===== src/rtl/serial_subtractor_pkg.sv =====
// Shared definitions for the bit-serial subtractor: state encoding and default width.
package serial_sub_pkg;

  localparam int DEFAULT_WIDTH = 16;

  localparam logic [1:0] S_IDLE = 2'd0;
  localparam logic [1:0] S_RUN  = 2'd1;
  localparam logic [1:0] S_DONE = 2'd2;

  typedef enum logic [1:0] {
    IDLE = S_IDLE,
    RUN  = S_RUN,
    DONE = S_DONE
  } state_t;

endpackage


===== src/rtl/serial_subtractor_if.sv =====
// Start/busy/done handshake and operand/result bundle for the serial subtractor.
interface serial_subtractor_if
  import serial_sub_pkg::*;
#(
  parameter int WIDTH = DEFAULT_WIDTH
) ();

  logic             start;
  logic [WIDTH-1:0] a;
  logic [WIDTH-1:0] b;
  logic             b_in;
  logic [WIDTH-1:0] diff;
  logic             b_out;
  logic             busy;
  logic             done;

  modport master (
    output start, a, b, b_in,
    input  diff, b_out, busy, done
  );

  modport slave (
    input  start, a, b, b_in,
    output diff, b_out, busy, done
  );

endinterface


===== src/rtl/serial_subtractor_full_subtractor.sv =====
// One-bit combinational subtractor cell: d = x - y - bin with borrow-out.
module full_subtractor (
  input  logic x,
  input  logic y,
  input  logic bin,
  output logic d,
  output logic bout
);

  assign d    = x ^ y ^ bin;
  assign bout = (~x & y) | (~(x ^ y) & bin);

endmodule


===== src/rtl/serial_subtractor.sv =====
// Bit-serial subtractor: diff = a - b - b_in (mod 2^WIDTH), one bit per clock, LSB first.
module serial_subtractor
  import serial_sub_pkg::*;
#(
  parameter int WIDTH = DEFAULT_WIDTH,
  parameter int CNT_W = $clog2(WIDTH)
) (
  input logic                clk,
  input logic                rst,
  serial_subtractor_if.slave bus
);

  state_t             state;
  logic [WIDTH-1:0]   sh_a;
  logic [WIDTH-1:0]   sh_b;
  logic [WIDTH-1:0]   sh_d;
  logic               br;
  logic [CNT_W-1:0]   cnt;
  logic               d;
  logic               bout;

  full_subtractor u_cell (
    .x    (sh_a[0]),
    .y    (sh_b[0]),
    .bin  (br),
    .d    (d),
    .bout (bout)
  );

  always_ff @(posedge clk) begin
    if (rst) begin
      state     <= IDLE;
      sh_a      <= '0;
      sh_b      <= '0;
      sh_d      <= '0;
      br        <= 1'b0;
      cnt       <= '0;
      bus.diff  <= '0;
      bus.b_out <= 1'b0;
      bus.busy  <= 1'b0;
      bus.done  <= 1'b0;
    end else begin
      case (state)
        IDLE: begin
          if (bus.start) begin
            sh_a     <= bus.a;
            sh_b     <= bus.b;
            sh_d     <= '0;
            br       <= bus.b_in;
            cnt      <= '0;
            bus.busy <= 1'b1;
            state    <= RUN;
          end
        end
        RUN: begin
          sh_a <= sh_a >> 1;
          sh_b <= sh_b >> 1;
          sh_d <= {d, sh_d[WIDTH-1:1]};
          br   <= bout;
          // Final bit is folded straight into diff so the result lands on the same edge.
          if (cnt == CNT_W'(WIDTH - 1)) begin
            bus.diff  <= {d, sh_d[WIDTH-1:1]};
            bus.b_out <= bout;
            bus.busy  <= 1'b0;
            bus.done  <= 1'b1;
            cnt       <= '0;
            state     <= DONE;
          end else begin
            cnt <= cnt + CNT_W'(1);
          end
        end
        DONE: begin
          bus.done <= 1'b0;
          state    <= IDLE;
        end
        default: state <= IDLE;
      endcase
    end
  end

endmodule


===== src/flat_wrapper.sv =====
// flat-port wrapper written by rule: the top's interface ports become plain ports
module serial_subtractor_flat import serial_sub_pkg::*;
#(
  parameter int WIDTH = DEFAULT_WIDTH,
  parameter int CNT_W = $clog2(WIDTH)
)
  (clk, rst, bus_start, bus_a, bus_b, bus_b_in, bus_diff, bus_b_out, bus_busy, bus_done);
  serial_subtractor_if #(.WIDTH(WIDTH)) bus_i ();
  input logic clk;
  input logic rst;
  input wire logic [$bits(bus_i.start)-1:0] bus_start;
  input wire logic [$bits(bus_i.a)-1:0] bus_a;
  input wire logic [$bits(bus_i.b)-1:0] bus_b;
  input wire logic [$bits(bus_i.b_in)-1:0] bus_b_in;
  output wire logic [$bits(bus_i.diff)-1:0] bus_diff;
  output wire logic [$bits(bus_i.b_out)-1:0] bus_b_out;
  output wire logic [$bits(bus_i.busy)-1:0] bus_busy;
  output wire logic [$bits(bus_i.done)-1:0] bus_done;
  assign bus_i.start = bus_start;
  assign bus_i.a = bus_a;
  assign bus_i.b = bus_b;
  assign bus_i.b_in = bus_b_in;
  assign bus_diff = bus_i.diff;
  assign bus_b_out = bus_i.b_out;
  assign bus_busy = bus_i.busy;
  assign bus_done = bus_i.done;
  serial_subtractor #(.WIDTH(WIDTH), .CNT_W(CNT_W)) u_core (.clk(clk), .rst(rst), .bus(bus_i));
endmodule

===== config.mk =====
export PLATFORM = sky130hd
export DESIGN_NAME = serial_subtractor_flat
export DESIGN_NICKNAME = d
export VERILOG_FILES = /design/src/rtl/serial_subtractor_pkg.sv /design/src/rtl/serial_subtractor_if.sv /design/src/rtl/serial_subtractor_full_subtractor.sv /design/src/rtl/serial_subtractor.sv /design/src/flat_wrapper.sv
export SDC_FILE = /design/constraint.sdc
export NUM_CORES = 1
export LEC_CHECK = 0
export CAP_MARGIN = 20
export CORE_AREA = 4 4 85 87
export DETAILED_ROUTE_END_ITERATION = 10
export DIE_AREA = 0 0 89 91
export PLACE_DENSITY = 0.74
export SLEW_MARGIN = 40
export SYNTH_ARGS = -nofsm -noshare
export SYNTH_HDL_FRONTEND = slang
export SYNTH_SLANG_ARGS = --single-unit

===== constraint.sdc =====
create_clock -name clk -period 1.3 [get_ports clk]
set_input_delay 0.26 -clock clk [delete_from_list [all_inputs] [get_ports clk]]
set_output_delay 0.26 -clock clk [all_outputs]
set_load 0.01 [all_outputs]

==> impl_metrics.tcl, run 1 <==
set metrics [dict create \
    core_area_sq_um 6350 \
    whs_path_depth 2 \
    slew_viol_final 0 \
    synthTopCellsByCount "dfxtp_1 (73), a21oi_1 (51), nand2_1 (36)" \
    min_period_over_period_pct 99.9 \
    cts_tree "yes" \
    synth_area_per_cell_sq_um 8.91 \
    postSynth.asyncResetShare_pct 0 \
    crit_family "compound AO/OA/AOI/OAI gates" \
    cts.path.max_buffers 2 \
    first_global_vias 2493 \
    yosys.area_share.simple_pct 15.6 \
    crit_chain "buf_12 > o21ba_4 > buf_12 > o21a_1 > a221oi_2" \
    rr_startpoint "u_core.state[0]" \
    path_buf_inv 2 \
    final_cell_area_sq_um 4030 \
    end_kind "flip-flop" \
    synth_top_family_by_area "compound AO/OA/AOI/OAI gates" \
    clkLatencyLatePin_ns 0.35 \
    grt_use_total_pct 17.7 \
    rows 29 \
    fillers 525 \
    cts_hold_buf 0 \
    fp.dieArea_sq_um 8100 \
    drt_iter0_drc 183 \
    min_from "rst" \
    fin_tns_setup_ns 0 \
    synthAdderAreaFrac_pct 1.09 \
    crit_slowest_cell "dfxtp_2" \
    leakage_nw 1.63 \
    diodes 0 \
    die_x_um 89 \
    setup_slack_ns 0.00151 \
    critPathKind "flip-flop to flip-flop" \
    setup_viol 0 \
    fmax_mhz 770 \
    rr_endpoint "u_core.br" \
    drcViolationCount 0 \
    finalHoldViolCount 0 \
    synth_area_sq_um 2980 \
    synth_compound_area_share_pct 27.5 \
    synthFlopType "dfxtp_1" \
    post-dp-hpwl_um 4700 \
    placed_cell_area_sq_um 3730 \
    nets 441 \
    cts-root-buf "clkbuf_8" \
    dp_slack_ns -0.313 \
    drtPass1Iterations 4 \
    synth-xor-area-share_pct 0 \
    syn_to_final_growth_pct 34.9 \
    synth_most_common_cell "dfxtp_1" \
    final_util_pct 63.4 \
    gr-total-overflow 0 \
    critPathLaunchType "flip-flop" \
    cp_max_fo 11 \
    ios 55 \
    worstMarginPinSlew_ns 0.387 \
    cts_buffers 9 \
    grt_max_degree 37 \
    hold_end "u_core.state[1]" \
    cp.required_ns 1.56 \
    antenna_found_initial 0 \
    drive_gt1_share_pct 17.4 \
    synth.top_cell.area_share_pct 49.0 \
    ys_seq_elements 73 \
    synth.distinct_cells 36 \
    gp_congestion 0.809 \
    synth_fp_nets 373 \
    yosys_warnings 0 \
    portBuffers 54 \
    maxCapViolCount 0 \
    via_count 2654 \
    grt_setup_unrepaired "yes" \
    avgViaCountPerCell 5.47 \
    critPathMaxStageDelay_ns 0.35 \
    fin_worst_skew_ns 0.0112 \
    initial_core_util_pct 47.0 \
    cts_htree_levels 3 \
    hold_class "primary input to flip-flop" \
    crit_top_cell "buf_12" \
    wl_per_cell_um 14.4 \
    clkTransAtPathRegs_ns 0.08 \
    arrival_ns 1.56 \
    relSlewSlack_pct 74.2 \
    grt_pass1_wl_um 11500 \
    status "finished clean" \
    min_period_ns 1.30 \
    yosysTopAreaCell "dfxtp_1" \
    synth.mux.area_fraction_pct 0 \
    rrSetupSlack_ns 0.002 \
    ff2ff_path_depth 5 \
    total_power_mw 4.80 \
    drt-total-wl_um 7000 \
    synth_edf_count 0 \
    peakVddDrop_mv 0.690 \
    numClockSinks 73 \
    synthCells 335 \
    seq_area_frac_synth_pct 49.0 \
    fp.dieH_um 91 \
    synth_area_leaders "dfxtp_1 (49%), a21oi_1 (8.6%), a211oi_1 (7.8%)" \
    power_density_nw_per_um2 1190 \
    antenna_left 0 \
]
[cells by family after synthesis]
kind of cell	after synthesis
buffers and inverters	35
flip-flops	73
AO/OA/AOI/OAI	125
adder cells (fa/ha/maj)	2
AND/OR/NAND/NOR	100
[layer usage]
| metal | wire (um) | GRT usage (%) | vias to the layer above |
|---|---|---|---|
| met3 | 372 | 4.52 | 11 |
| met2 | 3260 | 27.2 | 64 |
| met4 | 110 | 5.96 | 0 |
| li1 | - | - | 1326 |
| met1 | 3250 | 24.1 | 1253 |
| met5 | 0 | 0 | - |
[flip-flops by register name, indices dropped and copies added, names as in the netlist]
name and cells:
u_core.br 1, u_core.sh_a 16, u_core.bus.b_out 1, u_core.sh_b 16, u_core.cnt 4, u_core.bus.done 1
u_core.bus.diff 16, u_core.sh_d 15, u_core.state 2, u_core.bus.busy 1
[what timing repair did]
| action | 4_1_cts | 5_1_grt |
|---|---|---|
| cloned | 0 | 2 |
| pin swaps | 0 | 4 |
| resized for setup | 25 | 27 |
| buffers inserted | 2 | 0 |
| setup endpoints to repair | 37 | 47 |
[through the flow]
stage               hold slack [ns]  cells
global route                  0.262    485
detailed placement            0.466    465
finish                        0.244    485
global placement              0.461    465
floorplan                     0.401    335
CTS                           0.233    483
[cell usage in the layout, fill, tap and decap left out, types with 2 or more instances in the layout]
| cell type | n |
|---|---|
| nand2b_4 | 2 |
| dfxtp_1 | 69 |
| clkbuf_8 | 9 |
| buf_4 | 18 |
| a221oi_2 | 2 |
| o21ai_0 | 13 |
| o21ai_1 | 4 |
| a211oi_1 | 29 |
| nand2_1 | 36 |
| nor4_1 | 2 |
| clkinvlp_4 | 3 |
| dlygate4sd2_1 | 18 |
| nor2_1 | 31 |
| nand3b_1 | 2 |
| dfxtp_2 | 4 |
| buf_12 | 6 |
| buf_8 | 2 |
| o22ai_1 | 2 |
| clkdlybuf4s50_1 | 33 |
| a22o_1 | 16 |
| inv_1 | 4 |
| clkinv_2 | 2 |
| buf_6 | 7 |
| a211oi_2 | 2 |
| nand3_1 | 17 |
| nor2b_1 | 3 |
| a21oi_1 | 50 |
[how the worst max path moves through the flow]
stage	startpoint	endpoint	slack (ns)	cells after the start
global placement	bus_start	u_core.br	-0.25	5
finish	u_core.state[0]	u_core.br	0.002	5
detailed placement	bus_start	u_core.sh_b[8]	-0.31	5
CTS	u_core.state[0]	u_core.br	0.01	5
floorplan	u_core.cnt[0]	u_core.bus.diff[0]	0.04	5
global route	u_core.state[0]	u_core.br	-0.04	5
[where the power goes]
group          total [mW]  switching, mW  internal (mW)
registers            2.39         0.0566           2.34
clock network        1.76          0.877          0.882
logic               0.647          0.314          0.334
[layout make-up]
cell class | instances | area, sq um | area share (%)
flip-flops and latches | 73 | 1470 | 36.4
multi-input cells | 228 | 1370 | 34.1
repair buffers | 87 | 880 | 21.9
clock buffers | 9 | 124 | 3.08
well taps | 77 | 96.3 | 2.39
clock inverters | 7 | 71.3 | 1.77
inverters | 4 | 15.0 | 0.373
Power figures use the tool's default switching activity.
==> run 2, diff against run 1 <==
--- a/config.mk
+++ b/config.mk
@@ -9,7 +9,7 @@
 export CORE_AREA = 4 4 85 87
 export DETAILED_ROUTE_END_ITERATION = 10
 export DIE_AREA = 0 0 89 91
-export PLACE_DENSITY = 0.74
+export PLACE_DENSITY_LB_ADDON = 0.15
 export SLEW_MARGIN = 40
 export SYNTH_ARGS = -nofsm -noshare
 export SYNTH_HDL_FRONTEND = slang
==> run 2 against run 1 <==
  * Combinational power up 4.9%
  * Clock-buffer cell count up 2
  * Sequential share of layout area down 0.73 points
  * Die area unchanged
  * First-iteration DRC count down 33%
  * Clock skew down 0.0025 ns
  * Routed wire length up 1.3%
  * Final area up 2.1%
  * Largest power group unchanged
==> impl_metrics.tcl, run 2 (synthesis results as in run 1) <==
set metrics [dict create \
    post-dp-hpwl_um 4560 \
    setup_slack_ns 0.00611 \
    avgViaCountPerCell 5.46 \
    cp_max_fo 6 \
    diodes 0 \
    arrival_ns 1.55 \
    reg_top3 "u_core.bus.diff x16, u_core.sh_a x16, u_core.sh_b x16" \
    nets 441 \
    fin_worst_skew_ns 0.00871 \
    fmax_mhz 773 \
    portBuffers 54 \
    grt.met1_usage_pct 21.5 \
    peakVddDrop_mv 0.921 \
    critPathKind "flip-flop to flip-flop" \
    hold_class "primary input to flip-flop" \
    syn_to_final_growth_pct 37.7 \
    clkTransAtPathRegs_ns 0.07 \
    clkLatencyLatePin_ns 0.34 \
    grt_setup_unrepaired "yes" \
    sw_frac_of_total_pct 23.8 \
    relSlewSlack_pct 78.6 \
    power_density_nw_per_um2 1220 \
    dp_slack_ns -0.316 \
    min_period_ns 1.29 \
    die_x_um 89 \
    final_cell_area_sq_um 4110 \
    numClockSinks 73 \
    wl_per_cell_um 14.6 \
    drcViolationCount 0 \
    slew_viol_final 0 \
    cts_hold_buf 0 \
    leakage_nw 1.67 \
    cp.required_ns 1.56 \
    first_global_vias 2474 \
    cts_buffers 9 \
    gp_congestion 0.754 \
    initial_core_util_pct 47.0 \
    antenna_left 0 \
    ios 55 \
    final_cells 485 \
    drtPass1Iterations 4 \
    drive_gt1_share_pct 18.1 \
    final_cell_mix "dfxtp_1 (69), a21oi_1 (50), nand2_1 (36), clkdlybuf4s50_1 (33), nor2_1 (31)" \
    rows 29 \
    antenna_found_initial 0 \
    grt_max_degree 27 \
    cts_tree "yes" \
    drt-total-wl_um 7090 \
    clockPowerShare_pct 38.7 \
    placed_cell_area_sq_um 3710 \
    worstMarginPinSlew_ns 0.322 \
    grt_pass1_wl_um 11100 \
    dp.cells 463 \
    fp.dieArea_sq_um 8100 \
    busiest_layer "met2" \
    end_kind "flip-flop" \
    setup_viol 0 \
    combPwrFrac_pct 13.5 \
    critPathLaunchType "flip-flop" \
    grt_use_total_pct 17.1 \
    use_met3_pct 4.98 \
    via_count 2646 \
    cts.path.max_buffers 2 \
    core_area_sq_um 6350 \
    maxCapViolCount 0 \
    min_period_over_period_pct 99.5 \
    grt_util_met2_pct 27.9 \
    power.internal_mw 3.82 \
    total_power_mw 5.01 \
    seqPwrFrac_pct 47.8 \
    status "finished clean" \
    cts_htree_levels 3 \
    power.switching_mw 1.19 \
    final_common_cell "dfxtp_1" \
    cts-root-buf "clkbuf_8" \
    final_util_pct 64.7 \
    finalHoldViolCount 0 \
    drt_iter0_drc 123 \
    gr-total-overflow 0 \
    fp.dieH_um 91 \
]
[run 2: cell count changes in the layout (fill, tap and decap cells not counted), sizes merged]
| cell | change |
|---|---|
| clkbuf | +4 |
| dlygate4sd2 | +1 |
| clkinvlp | -3 |
| clkdlybuf4s15 | -1 |
| bufinv | +1 |
| buf | -2 |
[run 2: power by group through the flow]
stage	sequential [mW]	clock [mW]	combinational (mW)
floorplan	2.43	0	0.362
global placement	2.43	0	0.593
detailed placement	2.44	0	0.601
CTS	2.39	1.97	0.608
global route	2.40	2.07	0.745
finish	2.39	1.94	0.679
[run 2: what timing repair did]
| item | in CTS | in global routing |
|---|---|---|
| endpoints found under the setup margin | 48 | 47 |
| gates resized for setup | 23 | 28 |
| pin swaps | 0 | 20 |
| cloned | 0 | 4 |
| buffers inserted | 1 | 2 |
[run 2: path summary, 6_finish.rpt]
kind / from / depth (start not counted) / slack [ns] / endpoint
max: u_core.state[1] / 5 / 0.006 / u_core.sh_b[1]
min: rst / 2 / 0.25 / u_core.bus.done
max reg2reg: u_core.state[1] / 5 / 0.006 / u_core.sh_b[1]
min reg2reg: u_core.bus.diff[8] / 2 / 0.47 / u_core.bus.diff[8]
[run 2: routing by layer]
layer	routed length, um	up-vias	part of all wire [%]
met5	0	-	0
met4	39	0	0.55
met3	398	4	5.6
met2	3500	66	49
met1	3150	1240	44
li1	-	1336	-
[run 2: cell type report]
| class | instances | area, sq um |
|---|---|---|
| repair buffers | 87 | 922 |
| inverters | 4 | 15.0 |
| flip-flops and latches | 73 | 1470 |
| clock buffers | 11 | 141 |
| well taps | 77 | 96.3 |
| multi-input cells | 228 | 1390 |
| clock inverters | 5 | 78.8 |
| fillers | 556 | 2240 |
[run 2: critical path, cell delays in order (launching register included)]
cell and delay (ns):
dfxtp_2 0.35, buf_6 0.12, nand2b_4 0.23, clkbuf_16 0.18
nand2_1 0.09, a211oi_2 0.24
[run 2: metrics by stage]
stage / setup TNS [ns] / hold slack (ns)
floorplan: 0 / 0.401
global placement: -14.43 / 0.460
detailed placement: -14.87 / 0.454
CTS: 0 / 0.231
global route: -0.0603 / 0.266
finish: 0 / 0.246
==> run 3, diff against run 2 <==
--- a/config.mk
+++ b/config.mk
@@ -10,6 +10,7 @@
 export DETAILED_ROUTE_END_ITERATION = 10
 export DIE_AREA = 0 0 89 91
 export PLACE_DENSITY_LB_ADDON = 0.15
+export REMOVE_ABC_BUFFERS = 1
 export SLEW_MARGIN = 40
 export SYNTH_ARGS = -nofsm -noshare
 export SYNTH_HDL_FRONTEND = slang
==> run 3 against run 2 <==
  * Worst setup slack better by 0.027 ns
  * Sequential power hardly changed
  * Utilization is 0.85 points lower
  * Final area is 1.3% lower
  * Clock skew is 0.0023 ns lower
  * Combinational power is 2% lower
  * Non-clock buffer count is 1 lower
  * Routed wire length is 0.94% lower
  * Flip-flop and latch count stayed put
  * Global-route usage hardly changed
  * Final cell count is 0.41% lower
  * Largest cell class unchanged
  * Largest power group unchanged
  * Highest routed layer unchanged
==> impl_metrics.tcl, run 3 (synthesis results as in run 1) <==
set metrics [dict create \
    status "finished clean" \
    dp_slack_ns -0.341 \
    numClockSinks 73 \
    clkTransAtPathRegs_ns 0.08 \
    diodes 0 \
    leakage_nw 1.65 \
    via_count 2625 \
    avgViaCountPerCell 5.43 \
    slew_viol_final 0 \
    min_period_ns 1.27 \
    antenna_left 0 \
    cts-root-buf "clkbuf_8" \
    post-dp-hpwl_um 4610 \
    cts_buffers 9 \
    cts_hold_buf 0 \
    die_x_um 89 \
    relSlewSlack_pct 82.5 \
    wl_per_cell_um 14.5 \
    drtPass1Iterations 4 \
    maxCapViolCount 0 \
    arrival_ns 1.53 \
    crit_slowest_cell "dfxtp_2" \
    fmax_mhz 790 \
    placed_cell_area_sq_um 3760 \
    final_common_cell "dfxtp_1" \
    grt_max_degree 28 \
    cts.path.max_buffers 2 \
    total_power_mw 4.82 \
    cts_htree_levels 3 \
    cts_tree "yes" \
    end_kind "flip-flop" \
    dp.cells 463 \
    drt-total-wl_um 7030 \
    drcViolationCount 0 \
    gp_congestion 0.769 \
    nets 439 \
    critPathKind "flip-flop to flip-flop" \
    fp.dieArea_sq_um 8100 \
    final_cell_area_sq_um 4050 \
    core_area_sq_um 6350 \
    grt_pass1_wl_um 11200 \
    finalHoldViolCount 0 \
    grt_use_total_pct 17.1 \
    peakVddDrop_mv 0.655 \
    syn_to_final_growth_pct 35.8 \
    critPathLaunchType "flip-flop" \
    final_cells 483 \
    setup_viol 0 \
    initial_core_util_pct 47.0 \
    hold_class "primary input to flip-flop" \
    crit_chain "buf_4 > o21bai_4 > buf_12 > buf_6 > a21oi_1 > a211oi_1" \
    fin_worst_skew_ns 0.00640 \
    cp.required_ns 1.56 \
    rows 29 \
    drt_iter0_drc 88 \
    antenna_found_initial 0 \
    final_cell_mix "dfxtp_1 (68), a21oi_1 (51), nand2_1 (36), clkdlybuf4s50_1 (33), nor2_1 (31)" \
    fin_hold_ws_ns 0.410 \
    portBuffers 54 \
    worstMarginPinSlew_ns 0.262 \
    gr-total-overflow 0 \
    clkLatencyLatePin_ns 0.35 \
    fp.dieH_um 91 \
    power_density_nw_per_um2 1190 \
    reg_top3 "u_core.bus.diff x16, u_core.sh_a x16, u_core.sh_b x16" \
    min_period_over_period_pct 97.4 \
    first_global_vias 2490 \
    ios 55 \
    critPathMaxStageDelay_ns 0.33 \
    setup_slack_ns 0.0336 \
    drive_gt1_share_pct 16.5 \
    cp_max_fo 6 \
]
==> run 3: cell count changes in the layout (fill, tap and decap cells not counted), sizes merged <==
cell and delta:
clkinv -1, bufinv -1, inv +1, clkinvlp +2
buf -1, clkbuf -1, nand2b -1
==> run 3: timing repair <==
action,4_1_cts,5_1_grt
pin swaps,0,9
setup endpoints to repair,36,49
endpoints found under the hold margin,0,0
buffers inserted,0,1
gates resized for setup,22,13
cloned,0,3
==> run 3: metrics by stage <==
step | utilization, % | TNS [ns]
after CTS | 62.0 | 0
after global placement | 59.3 | -14.05
final | 63.8 | 0
after detailed placement | 59.3 | -14.88
after floorplan | - | -27.43
after global routing | 63.8 | -0.0481
==> run 3: critical path: cells and delay by family, from the launching register on <==
| family | cells | cell delay [ns] |
|---|---|---|
| AO/OA/AOI/OAI | 3 | 0.43 |
| buffers and inverters | 3 | 0.42 |
| flip-flops | 1 | 0.33 |
==> run 3: metal layers <==
| layer | vias to the layer above | global-route usage, % | share of wire, % |
|---|---|---|---|
| met2 | 50 | 25.8 | 44 |
| li1 | 1327 | - | - |
| met4 | 0 | 6.20 | 1.9 |
| met3 | 13 | 4.62 | 4.3 |
| met5 | - | 0 | 0 |
| met1 | 1235 | 23.4 | 50 |
==> run 3: path summary, 6_finish.rpt <==
path | slack [ns] | cells past startpoint | endpoint | startpoint
worst min register to register | 0.47 | 2 | u_core.bus.diff[4] | u_core.bus.diff[4]
worst max-delay path | 0.03 | 6 | u_core.sh_a[4] | u_core.state[0]
worst max register to register | 0.03 | 6 | u_core.sh_a[4] | u_core.state[0]
worst min-delay path | 0.41 | 3 | u_core.state[1] | rst
==> run 3: where the power goes <==
part	total (mW)	internal, mW	switching (mW)
sequential	2.39	2.34	0.0545
clock	1.76	0.893	0.866
combinational	0.668	0.353	0.315
==> run 3: cell type report <==
cell class	count	area (sq um)
clock buffers	10	128
clock inverters	6	67.6
fillers	548	2300
inverters	4	15.0
multi-input cells	227	1350
flip-flops and latches	73	1470
well taps	77	96.3
repair buffers	86	935
